===== src/rtl/rr_mux_arbiter.sv =====
// Round-robin arbiter owning the select of a shared mux2/4/8/16 datapath.
// Optional forced release after MAX_HOLD owned cycles: define ARB_TIMEOUT_EN.
module rr_mux_arbiter #(
  parameter int unsigned N_REQ    = 4,
  parameter int unsigned MAX_HOLD = 16
) (
  input  logic                     clk,
  input  logic                     rst_n,
  input  logic [N_REQ-1:0]         req,
  output logic [N_REQ-1:0]         grant,
  output logic [$clog2(N_REQ)-1:0] sel,
  output logic                     busy,
  output logic                     timeout
);

  localparam int unsigned SEL_W = $clog2(N_REQ);

  if (!(N_REQ == 2 || N_REQ == 4 || N_REQ == 8 || N_REQ == 16) ||
      MAX_HOLD < 2 || MAX_HOLD > 255) begin : g_param_check
    $error("rr_mux_arbiter: illegal N_REQ/MAX_HOLD");
  end

  typedef enum logic [1:0] {
    IDLE    = 2'd0,
    BUSY    = 2'd1,
    BACKOFF = 2'd2
  } state_t;

  state_t             r_state, w_state_nx;
  logic [N_REQ-1:0]   r_grant, w_grant_nx;
  logic [SEL_W-1:0]   r_sel,   w_sel_nx;
  logic               r_busy,  w_busy_nx;
  logic [SEL_W-1:0]   r_ptr,   w_ptr_nx;

  logic [N_REQ-1:0]   w_cand;
  logic               w_found;
  logic [SEL_W-1:0]   w_winner;
  logic [SEL_W-1:0]   w_idx;
  logic               w_owner_req;

`ifdef ARB_TIMEOUT_EN
  localparam logic [7:0] HOLD_LAST = 8'(MAX_HOLD - 1);

  logic [N_REQ-1:0]   r_mask,    w_mask_nx;
  logic [7:0]         r_hold,    w_hold_nx;
  logic               r_timeout, w_timeout_nx;

  assign w_cand = req & ~r_mask;
`else
  assign w_cand = req;
`endif

  assign w_owner_req = req[r_sel];

  // Power-of-two N_REQ lets SEL_W-bit addition provide the wrap for free.
  always_comb begin
    w_found  = 1'b0;
    w_winner = r_ptr;
    w_idx    = r_ptr;
    for (int unsigned k = 0; k < N_REQ; k++) begin
      w_idx = r_ptr + SEL_W'(k);
      if (!w_found && w_cand[w_idx]) begin
        w_found  = 1'b1;
        w_winner = w_idx;
      end
    end
  end

  always_comb begin
    w_state_nx = r_state;
    w_grant_nx = r_grant;
    w_sel_nx   = r_sel;
    w_busy_nx  = r_busy;
    w_ptr_nx   = r_ptr;
`ifdef ARB_TIMEOUT_EN
    w_mask_nx    = r_mask & req;
    w_hold_nx    = r_hold;
    w_timeout_nx = 1'b0;
`endif
    case (r_state)
      IDLE: begin
        w_grant_nx = '0;
        w_busy_nx  = 1'b0;
        if (w_found) begin
          w_grant_nx[w_winner] = 1'b1;
          w_sel_nx             = w_winner;
          w_busy_nx            = 1'b1;
          w_state_nx           = BUSY;
`ifdef ARB_TIMEOUT_EN
          w_hold_nx            = '0;
`endif
        end
      end
      BUSY: begin
        if (!w_owner_req) begin
          w_grant_nx = '0;
          w_busy_nx  = 1'b0;
          w_ptr_nx   = r_sel + SEL_W'(1);
          w_state_nx = IDLE;
        end
`ifdef ARB_TIMEOUT_EN
        else if (r_hold == HOLD_LAST) begin
          w_grant_nx       = '0;
          w_busy_nx        = 1'b0;
          w_ptr_nx         = r_sel + SEL_W'(1);
          w_timeout_nx     = 1'b1;
          w_mask_nx[r_sel] = 1'b1;
          w_state_nx       = BACKOFF;
        end else begin
          w_hold_nx = r_hold + 8'd1;
        end
`endif
      end
      BACKOFF: begin
        w_grant_nx = '0;
        w_busy_nx  = 1'b0;
        w_state_nx = IDLE;
      end
      default: begin
        w_grant_nx = '0;
        w_busy_nx  = 1'b0;
        w_state_nx = IDLE;
      end
    endcase
  end

  always_ff @(posedge clk or negedge rst_n) begin
    if (!rst_n) begin
      r_state <= IDLE;
      r_grant <= '0;
      r_sel   <= '0;
      r_busy  <= 1'b0;
      r_ptr   <= '0;
    end else begin
      r_state <= w_state_nx;
      r_grant <= w_grant_nx;
      r_sel   <= w_sel_nx;
      r_busy  <= w_busy_nx;
      r_ptr   <= w_ptr_nx;
    end
  end

`ifdef ARB_TIMEOUT_EN
  always_ff @(posedge clk or negedge rst_n) begin
    if (!rst_n) begin
      r_mask    <= '0;
      r_hold    <= '0;
      r_timeout <= 1'b0;
    end else begin
      r_mask    <= w_mask_nx;
      r_hold    <= w_hold_nx;
      r_timeout <= w_timeout_nx;
    end
  end

  assign timeout = r_timeout;
`else
  assign timeout = 1'b0;
`endif

  assign grant = r_grant;
  assign sel   = r_sel;
  assign busy  = r_busy;

endmodule

===== config.mk =====
export PLATFORM = sky130hd
export DESIGN_NAME = rr_mux_arbiter
export DESIGN_NICKNAME = d
export VERILOG_FILES = /design/src/rtl/rr_mux_arbiter.sv
export SDC_FILE = /design/constraint.sdc
export NUM_CORES = 1
export LEC_CHECK = 0
export ABC_AREA = 1
export BUFFER_PORTS_ARGS = -buffer_cell sky130_fd_sc_hd__buf_4
export CORE_MARGIN = 10
export CORE_UTILIZATION = 40
export CTS_CLUSTER_DIAMETER = 100
export DETAILED_ROUTE_END_ITERATION = 10
export GPL_TIMING_DRIVEN = 0
export PLACE_DENSITY = 0.64
export SETUP_SLACK_MARGIN = 0.1
export SLEW_MARGIN = 20
export SYNTH_ARGS = -nofsm -noshare
export SYNTH_HDL_FRONTEND = slang
export SYNTH_SLANG_ARGS = --single-unit

===== constraint.sdc =====
create_clock -name clk -period 1.7 [get_ports clk]
set_input_delay 0.17 -clock clk [delete_from_list [all_inputs] [get_ports clk]]
set_output_delay 0.17 -clock clk [all_outputs]
set_load 0.03 [all_outputs]

Yosys cells after proc, flatten, opt, wreduce, memory -nomap -nowiden
Cells that the tools add are included.
Storage, ports and cells
  bits in registers: 11
  input bits: 6
Cells by class
  add/subtract/negate cells: 4
  $lt $le $gt $ge: 7
  equality and inequality tests: 3
  muxes and demuxes: 28
  bitwise operators: 1
  reduce and logical (&&, ||, !) cells: 11
Operators with widths (count)
  $lt A2 B3 Y1 const B: 6
  $mux W1: 12
  $bmux W1 S2: 5
  $mux W2: 5
  $mux W4: 2
  $pmux W4 S2: 1
  $reduce_and A2 Y1: 3
  $add A2 B1 Y2 const B: 2
  $add A2 B2 Y2 const B: 2
  $logic_and A1 B1 Y1: 4
  $ne A2 B2 Y1 const B: 2
  $pmux W2 S2: 1
  $logic_not A1 Y1: 3
  $demux W1 S2: 1
  $eq A2 B1 Y1 const B: 1
  $ge A2 B1 Y1 const B: 1
  $logic_not A2 Y1: 1
  $pmux W1 S2: 1
  $not A1 Y1: 1

Depth between registers and ports, before layout
  depth after elaboration: 18
  depth in mapped cells: 14

Least setup slack after synthesis
Ideal clock, no wire load.
  kind: reg2reg
  start point: register r_ptr[0]
  end point: register r_grant[0], in the netlist grant[0]
  arrival time: 1.368 ns
  setup slack: 0.215 ns
  cell stages (with the launch flop): 12
  path through: dfrtp_1 > inv_2 > buf_6 > nand2_1 > nand3_1 > nand2_1 > nor2_4 > nand2_2 > o21ai_4 > nor2_1 > nand2_1 > nand2_1
Between the ends
  longest elaborated chain between the ends: 18
  elaborated cells between the ends (all ways): 31
  those cells by class: 3 x add/sub; 2 x order compare; 19 x mux; 7 x reduce/logical
Ends and longest elaborated chain
  start, declared: line 33  | logic [SEL_W-1:0] r_ptr, w_ptr_nx;
  start signal, assigned: line 139  | r_ptr <= w_ptr_nx;
  parallel branches: the longest is 16 deep, another holds $lt A2 B3 Y1
  $mux W4 (*): line 84  | if (w_found) begin
  $pmux W4 S2 (*): line 80  | case (r_state)
  end signal, assigned: line 136  | r_grant <= w_grant_nx;
  end, declared: line 30  | logic [N_REQ-1:0] r_grant, w_grant_nx;
Every way passes the cells marked *. The select of a mux whose other input is x is not followed.
A chain may end at the register's enable or synchronous reset.

Worst setup path in the final report
  start point: register r_ptr[0]
  end point: register r_sel[1], in the netlist sel[1]
Between the ends
  longest elaborated chain between the ends: 13
  elaborated cells between the ends (all ways): 25
  those cells by class: 3 x add/sub; 15 x mux; 7 x reduce/logical
Ends and longest elaborated chain
  parallel branches: the longest is 13 deep, another holds $add A2 B1 Y2
  end signal, assigned: line 137  | r_sel <= w_sel_nx;
  end, declared: line 31  | logic [SEL_W-1:0] r_sel, w_sel_nx;
Parallel ways; which one is timed is not known. The select of a mux whose other input is x is not followed.

==> summary.txt <==
Finish
  • Area growth from synthesis to layout: 37.4%
  • Final Non-Filler Cells: 187
  • Share of cells above drive strength 1: 36.9%
  • Final net count: 167
  • Register Area: 251 µm²
  • # fillers: 188
  • Ant. Diodes: 0
  • Layout Utilization: 58.4%
  • Area of the multi-input gates: 624 µm²

Setup path
  • CP Max Fanout: 10
  • Req. time, crit path: 1.86 ns
  • Crit start category: flop
  • Crit path DAT: 1.77 ns
  • CP endpoint kind: flop
  • Worst path slowest cell: dfrtp_2
  • CP max stage delay: 0.45 ns
  • R2R depth: 8
  • Critical path type: flop to flop
  • Worst-path cell chain: buf_4, nand2_1, nand3_1, nand2_2, nand2_2, o21ai_4, nand3b_1, nand2_1

Floorplan
  • Die H: 66.1 µm
  • Initial core utilization: 42.5%
  • Die W: 66.1 µm
  • Full die area: 0.00437 mm²
  • Standard-cell row count: 16
  • CORE AREA: 0.00200 mm²
  • I/O Pins: 14

Placed design
  • Placed instance count: 176
  • RD Place Congestion: 0.846
  • Post-DP HPWL: 1570 µm
  • # port buffers: 12

Drt
  • Metal3 WL: 118 µm
  • Vias: 925
  • M1 WL: 946 µm
  • # DRC: 0
  • Initial detailed-routing violation count: 20
  • Met2 Routed Length: 1140 µm
  • Vias per cell: 4.95
  • Routed WL: 2220 µm
  • Detailed Routing Iterations Pass 1: 4
  • Final ANT Viol Nets: 0
  • Routed wire per std cell: 11.9 µm
  • Top layer reached by signal wires: met4

Power
  • Maximum VDD drop: 1.25 mV
  • Pwr dens: 2270 mW/mm²
  • Leak Pwr: 0.000637 µW

STA
  • Period utilization: 95.1%
  • RSZ-0062 raised after global routing: true
  • Final Max Slew Viols: 0
  • Setup violators final: 0
  • Max frequency: 0.619 GHz
  • Clk_skew: 0.00130 ns
  • Final hold viol count: 0
  • Fin crit period: 1.62 ns

Run
  • Max-Cap Viols: 0

Synthesis
  • Yosys reg bits: 10
  • Largest family of logic cells by synthesized area: simple AND/OR/NAND/NOR gates
  • Proportion of synthesized area in mux cells: 0%
  • Mean Syn Cell Area: 6.21 µm²
  • Synthesized net count: 143
  • Part of the Yosys area used for sequential elements: 29.4%
  • Area fraction in compound gates after synthesis: 6.32%
  • Post-synthesis simple-gate area fraction: 54.9%
  • Synth cell types: 21
  • Synth Warn #: 0
  • Top post-synthesis cells by area: nand2_1 31%, dfrtp_1 29%, nand3_1 10%
  • Area share of fa/ha/maj cells after synthesis: 0%
  • Mapped Area: 851 µm²
  • Area leader, netlist: nand2_1
  • Post-synthesis xor/xnor area fraction: 1.03%
  • Top-area cell type share of the netlist area: 30.9%
  • Synthesized instance count: 137

Clocking
  • Clk sinks: 10
  • CTS Root Cell: clkbuf_4
  • CTS Buffer Depth: 2
  • CTS tree: yes
  • CTS HTree Levels: 1
  • Worst-path clk slew: 0.07 ns
  • Worst-skew pair later-pin latency: 0.26 ns
  • Total CTS buffers: 3

Global route
  • Global-route wire length before repair: 3560 µm
  • Initial antenna violation count: 0
  • Vias in the first global route: 818
  • Pin count of the biggest net entering global routing: 11
  • All-Layer GR Usage: 10.0%
  • GRT overflow: 0

Worst hold path
  • Hold Path Class: input port to async pin

Status
  • Status: finished, final reports clean
==> layout make-up <==
class / instances / share of cell area, %
Multi-Input combinational cell: 114 / 53.4
Sequential cell: 10 / 21.5
Timing Repair Buffer: 19 / 12.7
Buffer: 4 / 3.21
Clock buffer: 4 / 3.10
Inverter: 9 / 3.10
Tap cell: 27 / 2.89
==> through the flow <==
step           area [µm²]  setup WS (ns)  hold slack (ns)  total power [µW]  setup TNS, ns
3_3_place_gp          975        0.00996          0.00258              2020              0
5_1_grt              1170        -0.0342            0.268              2920         -0.100
2_1_floorplan         851          0.215           -0.126              1690              0
6_report             1170         0.0833            0.259              2660              0
3_5_place_dp          975        -0.0161          0.00645              2040        -0.0344
4_1_cts              1100         0.0716            0.257              2480              0
==> per-layer routing <==
layer	vias to the layer above	track usage [%]
li1	485	-
met1	423	12.2
met2	15	16.5
met3	2	2.71
met4	0	3.14
met5	-	0
==> Yosys cell counts, drive strengths merged <==
cell type / number
dfrtp: 10
nand2: 79
inv: 9
nand3: 17
nand4: 3
nand3b: 1
a21oi: 1
conb: 1
buf: 4
xnor2: 1
o21ai: 6
o211ai: 1
nor2: 4
==> layout by cell type, fill, tap and decap left out <==
master,synthesis,routed
nor2_4,1,1
nand2_4,1,7
inv_2,2,2
buf_4,3,19
nor2_1,2,1
buf_6,1,3
inv_1,7,6
clkbuf_4,0,3
inv_4,0,1
o21ai_4,1,1
nand4_4,0,1
nand4_1,2,2
dfrtp_1,10,9
o21ai_0,5,5
clkbuf_8,0,1
dfrtp_2,0,1
nand3b_1,1,1
dlygate4sd3_1,0,1
xnor2_1,1,1
a21oi_1,1,1
o211ai_1,1,1
nand3_1,17,12
nand2_1,70,60
nand2_2,8,12
nand3_2,0,5
nor2_2,1,2
conb_1,1,1
==> where the power goes <==
group	total, µW	internal (µW)	switching, µW
logic	2000	746	1250
clock network	216	130	86.5
registers	440	345	94.8
==> logic make-up after synthesis <==
family | count (synthesis)
flops | 10
xor+xnor | 1
buf+inv | 13
compound gates | 8
simple gates | 104
other cells | 1
==> final timing paths <==
kind                              endpoint  slack, ns      from
min in group clk                r_state[0]       0.40    req[3]
worst min register to register    grant[0]       0.48  grant[0]
worst max register to register      sel[1]       0.08  r_ptr[0]
worst max-delay path                sel[1]       0.08  r_ptr[0]
worst min-delay path                sel[0]       0.26     rst_n
max in group asynchronous         r_ptr[0]       1.29     rst_n
==> registers in the layout (all words and copies together) (netlist names) <==
name and cells:
busy 1, grant 4, r_ptr 2, r_state 1
sel 2
==> critical path: cells and delay by family, from the launching register on <==
kind | cells | cell delay, ns
compound gates | 1 | 0.22
buf+inv | 1 | 0.19
flops | 1 | 0.45
simple gates | 6 | 0.65
==> what timing repair did <==
| action | 4_1_cts | 5_1_grt |
|---|---|---|
| pin swaps | 5 | 10 |
| resized for setup | 9 | 19 |
| endpoints found under the hold margin | 10 | 0 |
| endpoints found under the setup margin | 7 | 8 |
| buffers inserted | 6 | 0 |
| hold buffers | 1 | 0 |
Power figures use the tool's default switching activity.
